`config.mk`:
```
export PLATFORM = sky130hd
export DESIGN_NAME = apb_req_master_flat
export DESIGN_NICKNAME = d
export VERILOG_FILES = /design/src/rtl/apb_req_pkg.sv /design/src/rtl/apb_bus.sv /design/src/rtl/apb_req_timeout.sv /design/src/rtl/apb_req_master.sv /design/src/flat_wrapper.sv
export SDC_FILE = /design/constraint.sdc
export NUM_CORES = 1
export LEC_CHECK = 0
export ABC_AREA = 1
export BUFFER_PORTS_ARGS = -buffer_cell sky130_fd_sc_hd__buf_2
export CAP_MARGIN = 20
export CELL_PAD_IN_SITES_DETAIL_PLACEMENT = 0
export CELL_PAD_IN_SITES_GLOBAL_PLACEMENT = 1
export CORE_UTILIZATION = 36
export DETAILED_ROUTE_END_ITERATION = 10
export HOLD_SLACK_MARGIN = 0.15
export PLACE_DENSITY = 0.9
export SLEW_MARGIN = 25
export SYNTH_ARGS = -nofsm -noshare
export SYNTH_HDL_FRONTEND = slang
export SYNTH_HIERARCHICAL = 1
export SYNTH_SLANG_ARGS = --single-unit
```
`constraint.sdc`:
```
create_clock -name clk_i -period 5.5 [get_ports clk_i]
set_input_delay 0.275 -clock clk_i [delete_from_list [all_inputs] [get_ports clk_i]]
set_output_delay 0.275 -clock clk_i [all_outputs]
set_load 0.02 [all_outputs]
```
`src/rtl/apb_req_pkg.sv`:
```
// Shared types and constants for the APB request master.
package apb_req_pkg;

    // Transfer phases of the APB initiator
    typedef enum logic [1:0] {
        IDLE   = 2'd0,
        SETUP  = 2'd1,
        ACCESS = 2'd2
    } apb_req_state_e;

    localparam int unsigned APB_REQ_TIMEOUT_DEFAULT = 255;

    // Counter width able to hold the timeout limit, never narrower than one bit
    function automatic int unsigned timeout_cnt_width(input int unsigned cycles);
        return (cycles == 0) ? 1 : $clog2(cycles + 1);
    endfunction

endpackage

```
`src/rtl/apb_bus.sv`:
```
// APB3 bus bundle shared between an initiator and a completer.
interface APB_BUS #(
    parameter int unsigned ADDR_WIDTH = 32,
    parameter int unsigned DATA_WIDTH = 32
);
    logic [ADDR_WIDTH-1:0] PADDR;
    logic [DATA_WIDTH-1:0] PWDATA;
    logic                  PWRITE;
    logic                  PSEL;
    logic                  PENABLE;
    logic [DATA_WIDTH-1:0] PRDATA;
    logic                  PREADY;
    logic                  PSLVERR;

    modport Master (
        output PADDR, PWDATA, PWRITE, PSEL, PENABLE,
        input  PRDATA, PREADY, PSLVERR
    );

    modport Slave (
        input  PADDR, PWDATA, PWRITE, PSEL, PENABLE,
        output PRDATA, PREADY, PSLVERR
    );
endinterface

```
`src/rtl/apb_req_timeout.sv`:
```
// Saturating wait-state counter that flags when the ACCESS phase has stalled
// for TIMEOUT_CYCLES cycles. A limit of zero never expires.
module apb_req_timeout
    import apb_req_pkg::*;
#(
    parameter int unsigned TIMEOUT_CYCLES = APB_REQ_TIMEOUT_DEFAULT
) (
    input  logic clk_i,
    input  logic rst_i,
    input  logic clear,
    input  logic enable,
    output logic expired
);

    localparam int unsigned CNT_W = timeout_cnt_width(TIMEOUT_CYCLES);
    localparam logic [CNT_W-1:0] LIMIT = CNT_W'(TIMEOUT_CYCLES);

    logic [CNT_W-1:0] r_count;

    // Count stalled cycles, restarting each transfer and sticking at all-ones
    always_ff @(posedge clk_i or posedge rst_i) begin
        if (rst_i) begin
            r_count <= '0;
        end else if (clear) begin
            r_count <= '0;
        end else if (enable && (r_count != '1)) begin
            r_count <= r_count + CNT_W'(1);
        end
    end

    assign expired = (TIMEOUT_CYCLES != 0) && (r_count == LIMIT);

endmodule

```
`src/rtl/apb_req_master.sv`:
```
// Converts a simple req/gnt core request into a single APB3 transfer and
// returns a one-cycle response strobe with read data and error status.
module apb_req_master
    import apb_req_pkg::*;
#(
    parameter int unsigned APB_ADDR_WIDTH = 32,
    parameter int unsigned APB_DATA_WIDTH = 32,
    parameter int unsigned TIMEOUT_CYCLES = APB_REQ_TIMEOUT_DEFAULT
) (
    input  logic                      clk_i,
    input  logic                      rst_i,
    input  logic                      req_i,
    input  logic                      we_i,
    input  logic [APB_ADDR_WIDTH-1:0] addr_i,
    input  logic [APB_DATA_WIDTH-1:0] wdata_i,
    output logic                      gnt_o,
    output logic                      rvalid_o,
    output logic [APB_DATA_WIDTH-1:0] rdata_o,
    output logic                      err_o,
    APB_BUS.Master                    apb_master
);

    apb_req_state_e r_state;
    apb_req_state_e w_next_state;

    logic                      w_gnt;
    logic                      w_done;
    logic                      w_timeout;
    logic                      w_expired;
    logic [APB_ADDR_WIDTH-1:0] r_paddr;
    logic [APB_DATA_WIDTH-1:0] r_pwdata;
    logic                      r_pwrite;
    logic                      r_rvalid;
    logic [APB_DATA_WIDTH-1:0] r_rdata;
    logic                      r_err;

    assign w_done    = (r_state == ACCESS) && apb_master.PREADY;
    assign w_timeout = (r_state == ACCESS) && !apb_master.PREADY && w_expired;

    apb_req_timeout #(
        .TIMEOUT_CYCLES(TIMEOUT_CYCLES)
    ) u_timeout (
        .clk_i  (clk_i),
        .rst_i  (rst_i),
        .clear  (r_state == SETUP),
        .enable ((r_state == ACCESS) && !apb_master.PREADY),
        .expired(w_expired)
    );

    // Next-state and grant decode; PREADY takes priority over the timeout
    always_comb begin
        w_next_state = r_state;
        w_gnt        = 1'b0;
        case (r_state)
            IDLE: begin
                if (req_i) begin
                    w_gnt        = 1'b1;
                    w_next_state = SETUP;
                end
            end
            SETUP:   w_next_state = ACCESS;
            ACCESS: begin
                if (w_done || w_timeout) begin
                    w_next_state = IDLE;
                end
            end
            default: w_next_state = IDLE;
        endcase
    end

    // State register
    always_ff @(posedge clk_i or posedge rst_i) begin
        if (rst_i) begin
            r_state <= IDLE;
        end else begin
            r_state <= w_next_state;
        end
    end

    // Capture the request on grant and hold it until the next grant
    always_ff @(posedge clk_i or posedge rst_i) begin
        if (rst_i) begin
            r_paddr  <= '0;
            r_pwdata <= '0;
            r_pwrite <= 1'b0;
        end else if (w_gnt) begin
            r_paddr  <= addr_i;
            r_pwdata <= wdata_i;
            r_pwrite <= we_i;
        end
    end

    // One-cycle response after completion or timeout; writes return zero data
    always_ff @(posedge clk_i or posedge rst_i) begin
        if (rst_i) begin
            r_rvalid <= 1'b0;
            r_rdata  <= '0;
            r_err    <= 1'b0;
        end else begin
            r_rvalid <= w_done || w_timeout;
            r_err    <= w_done ? apb_master.PSLVERR : w_timeout;
            r_rdata  <= (w_done && !r_pwrite) ? apb_master.PRDATA : '0;
        end
    end

    assign gnt_o              = w_gnt;
    assign rvalid_o           = r_rvalid;
    assign rdata_o            = r_rdata;
    assign err_o              = r_err;
    assign apb_master.PADDR   = r_paddr;
    assign apb_master.PWDATA  = r_pwdata;
    assign apb_master.PWRITE  = r_pwrite;
    assign apb_master.PSEL    = (r_state != IDLE);
    assign apb_master.PENABLE = (r_state == ACCESS);

endmodule

```
`src/flat_wrapper.sv`:
```
// flat-port wrapper written by rule: the top's interface ports become plain ports
module apb_req_master_flat import apb_req_pkg::*;
#(
    parameter int unsigned APB_ADDR_WIDTH = 32,
    parameter int unsigned APB_DATA_WIDTH = 32,
    parameter int unsigned TIMEOUT_CYCLES = APB_REQ_TIMEOUT_DEFAULT
)
  (clk_i, rst_i, req_i, we_i, addr_i, wdata_i, gnt_o, rvalid_o, rdata_o, err_o, apb_master_PADDR, apb_master_PWDATA, apb_master_PWRITE, apb_master_PSEL, apb_master_PENABLE, apb_master_PRDATA, apb_master_PREADY, apb_master_PSLVERR);
  APB_BUS #(.ADDR_WIDTH(32), .DATA_WIDTH(32)) apb_master_i ();
  input  logic clk_i;
  input  logic rst_i;
  input  logic req_i;
  input  logic we_i;
  input  logic [APB_ADDR_WIDTH-1:0] addr_i;
  input  logic [APB_DATA_WIDTH-1:0] wdata_i;
  output logic gnt_o;
  output logic rvalid_o;
  output logic [APB_DATA_WIDTH-1:0] rdata_o;
  output logic err_o;
  output wire logic [$bits(apb_master_i.PADDR)-1:0] apb_master_PADDR;
  output wire logic [$bits(apb_master_i.PWDATA)-1:0] apb_master_PWDATA;
  output wire logic [$bits(apb_master_i.PWRITE)-1:0] apb_master_PWRITE;
  output wire logic [$bits(apb_master_i.PSEL)-1:0] apb_master_PSEL;
  output wire logic [$bits(apb_master_i.PENABLE)-1:0] apb_master_PENABLE;
  input wire logic [$bits(apb_master_i.PRDATA)-1:0] apb_master_PRDATA;
  input wire logic [$bits(apb_master_i.PREADY)-1:0] apb_master_PREADY;
  input wire logic [$bits(apb_master_i.PSLVERR)-1:0] apb_master_PSLVERR;
  assign apb_master_PADDR = apb_master_i.PADDR;
  assign apb_master_PWDATA = apb_master_i.PWDATA;
  assign apb_master_PWRITE = apb_master_i.PWRITE;
  assign apb_master_PSEL = apb_master_i.PSEL;
  assign apb_master_PENABLE = apb_master_i.PENABLE;
  assign apb_master_i.PRDATA = apb_master_PRDATA;
  assign apb_master_i.PREADY = apb_master_PREADY;
  assign apb_master_i.PSLVERR = apb_master_PSLVERR;
  apb_req_master #(.APB_ADDR_WIDTH(APB_ADDR_WIDTH), .APB_DATA_WIDTH(APB_DATA_WIDTH), .TIMEOUT_CYCLES(TIMEOUT_CYCLES)) u_core (.clk_i(clk_i), .rst_i(rst_i), .req_i(req_i), .we_i(we_i), .addr_i(addr_i), .wdata_i(wdata_i), .gnt_o(gnt_o), .rvalid_o(rvalid_o), .rdata_o(rdata_o), .err_o(err_o), .apb_master(apb_master_i));
endmodule
```
==> metrics <==
worst reg2reg startpoint u_core/r_state[0]; synthesized area per cell just over 9 µm²; Distinct cells, synth 23; Synth Instances ~480; Die X-Extent around 110 µm; Die H 112.3 µm; Ys Warns 6; Yosys top cell area share 0.6225; Detail Route Antenna Nets 0; failing checks design-rule violations; vias in the first global route 3,824; Worst Setup EP gnt_o; Worst Path Max Fanout 67; Worst-path clk slew about 0.07 ns; Antenna Cells 0; Fmax achieved about 0.42 GHz; GRT overflow 0; clk_lat worst skew ~0.34 ns; sequential fraction of the synthesis area 0.6225; CTS buffer count 9; pins over their slew limit 0; Area Growth Syn to Fin 38.32%; largest cells by area after synthesis dfrtp_1, nand2_1, nand3_1, inv_1, nor3_1; Required @ worst endpoint ~5.2 ns; worst vdd ir 261.6 µV; final worst slack 3.122 ns; Leak 3.568 nW; Root Buffer clkbuf_16; leading area contributor after synthesis dfrtp_1; dpl hpwl about 7600 µm; CTS sink count between 100 and 150; wire length per cell approximately 13 µm; fin util 0.5197; drt drc 16; via-per-instance ratio 4.613; Setup crit start kind register; final hold slack 0.1604 ns; Initial DRC Count between 200 and 250; largest net degree at the start of global routing between 60 and 70; MaxCap Viol Count 0; H-tree depth 3; Row Count 39; reg2reg end u_core/apb_master.PADDR[31]; period utilisation layout 0.4324; gr usage total 0.1851; Setup Buffers After CTS 0; CTS Buffer Depth 2; Critical Path AT 2.10 ns; Setup-failing EPs final 0; I/O pins ~200; Worst Setup SP u_core/r_state[0]; initial antenna violation count 0; length in cells of the worst reg-to-reg path 6; minimum clock period 2.378 ns; CP endpoint kind output pin; Worst Tran Pin Value around 0.69 ns; Worst Setup Path Type reg2out; vias roughly 3,900; Multi-input gate area approximately 0.0013 mm²; share of layout cells above drive strength 1 0.3343; routed wire length ~11,000 µm; gp weighted congestion 0.8379; drt pass-1 iters 7; Final Skew ~0.0068 ns; post-CTS sizing 0; first-pass GRT wire length 18,410 µm; Fillers roughly 1,100; worst hold path class in2reg; die area 0.01262 mm²; Yosys reg bits 109; Fin. Hold Viols 0; Starting Density 0.3757; Pwr Density 515.8 mW/mm²; RSZ-0062 raised after global routing false; PortBufs around 200; status finished, violations left; Sequential Area roughly 0.0027 mm²; final net count around 800; setup TNS 0 ns; CTS tree done; cell area after synthesis ~0.0044 mm²; post-synth net total about 580; Setup WS pre-CTS approximately 3.3 ns; Core Area about 0.012 mm²; Slew Limit Headroom 0.5425; R2R Setup Slk 3.30 ns
metal layers:
layer / part of all wire / vias to the layer above / global-route usage / wire length (µm)
li1: - / 1933 / - / -
met1: 0.44 / 1836 / 0.2362 / 4901
met2: 0.49 / 122 / 0.3122 / 5544
met3: 0.054 / 12 / 0.03402 / 606
met4: 0.016 / 0 / 0.07467 / 182
met5: 0 / - / 0 / 0
flip-flops by register name, summed over array words and instances, names as in the netlist:
signal	cells
u_core/r_state	2
u_core/apb_master.PWDATA	32
u_core/rvalid_o	1
u_core/err_o	1
u_core/apb_master.PWRITE	1
u_core/apb_master.PADDR	32
u_core/rdata_o	32
u_core/u_timeout/r_count	8
what timing repair did:
action,in CTS,in global routing
hold buffers,29,1
setup endpoints to repair,0,0
endpoints found under the hold margin,83,1
layout make-up:
class                   instances  area share
clock buffers                  13     0.04294
clock inverters                 3    0.007225
inverters                      53     0.03406
multi-input cells             288      0.2139
flip-flops and latches        109      0.4502
well taps                     143     0.02952
repair buffers                237      0.2221
worst max-delay path, stage by stage (launching register included):
cell and delay (ns):
dfrtp_1 0.43, nor2_4 0.11, buf_4 0.52, nand2_2 0.36, inv_1 0.12, buf_2 0.17
cells in the mapped netlist:
library cell and count:
nand2_1 152, dfrtp_1 109, nand3_1 75, inv_1 52, nor3_1 33, buf_2 10
buf_4 9, clkbuf_1 7, nor2_1 7, nand2_2 5, a21oi_1 4, nor2_4 2
o21ai_0 2, o21ai_1 2, a21oi_2 1, buf_1 1, buf_6 1, clkinv_4 1
ha_1 1, nand2_4 1, nand4_1 1, o22ai_2 1, xor2_1 1
layout by cell type, fill, tap and decap left out, types with 2 or more instances in the layout:
cell type      synthesis  layout
o21ai_1                2       2
nand2_1              152     152
dfrtp_1              109     108
dlygate4sd3_1          0      30
buf_2                 10     203
clkbuf_1               7       2
nor2_4                 2       2
clkbuf_16              0       9
inv_1                 52      51
nand2_2                5       5
o21ai_0                2       2
a21oi_1                4       4
clkbuf_8               0       2
buf_4                  9       4
nor2_1                 7       7
nor3_1                33      33
nand3_1               75      74
clkinv_4               1       2
logic make-up after synthesis:
kind of cell,after synthesis,share of synthesized area
XOR/XNOR,1,0.001999
AND/OR/NAND/NOR,276,0.2758
flip-flops,109,0.6225
adder cells (fa/ha/maj),1,0.002855
buffers and inverters,81,0.08281
AO/OA/AOI/OAI,10,0.01399
per-stage QoR:
| step | area (µm²) | power, mW | instances |
|---|---|---|---|
| 6_report | 6061 | 3.126 | 846 |
| 5_1_grt | 6061 | 3.339 | 846 |
| 4_1_cts | 6050 | 3.155 | 845 |
| 3_5_place_dp | 5455 | 2.481 | 800 |
| 3_3_place_gp | 5450 | 2.446 | 800 |
| 2_1_floorplan | 4382 | 2.067 | 478 |
where the power goes:
| part | internal (mW) | total, mW | leakage, nW | switching, mW |
|---|---|---|---|---|
| Combinational | 0.381 | 1.21 | 2.01 | 0.833 |
| Clock | 0.378 | 0.651 | 0.150 | 0.272 |
| Sequential | 1.07 | 1.26 | 1.41 | 0.189 |
| Total | 1.83 | 3.13 | 3.57 | 1.29 |
worst min-delay path by stage:
| stage | from | end | slack, ns | cells past startpoint |
|---|---|---|---|---|
| 2_1_floorplan | rst_i | u_core/u_timeout/r_count[0] | 0.09 | 1 |
| 3_3_place_gp | rst_i | u_core/u_timeout/r_count[3] | 0.27 | 2 |
| 3_5_place_dp | rst_i | u_core/u_timeout/r_count[1] | 0.28 | 2 |
| 4_1_cts | addr_i[26] | u_core/apb_master.PADDR[26] | 0.15 | 3 |
| 5_1_grt | addr_i[20] | u_core/apb_master.PADDR[20] | 0.16 | 3 |
| 6_report | addr_i[11] | u_core/apb_master.PADDR[11] | 0.16 | 3 |
Power figures use the tool's default switching activity.
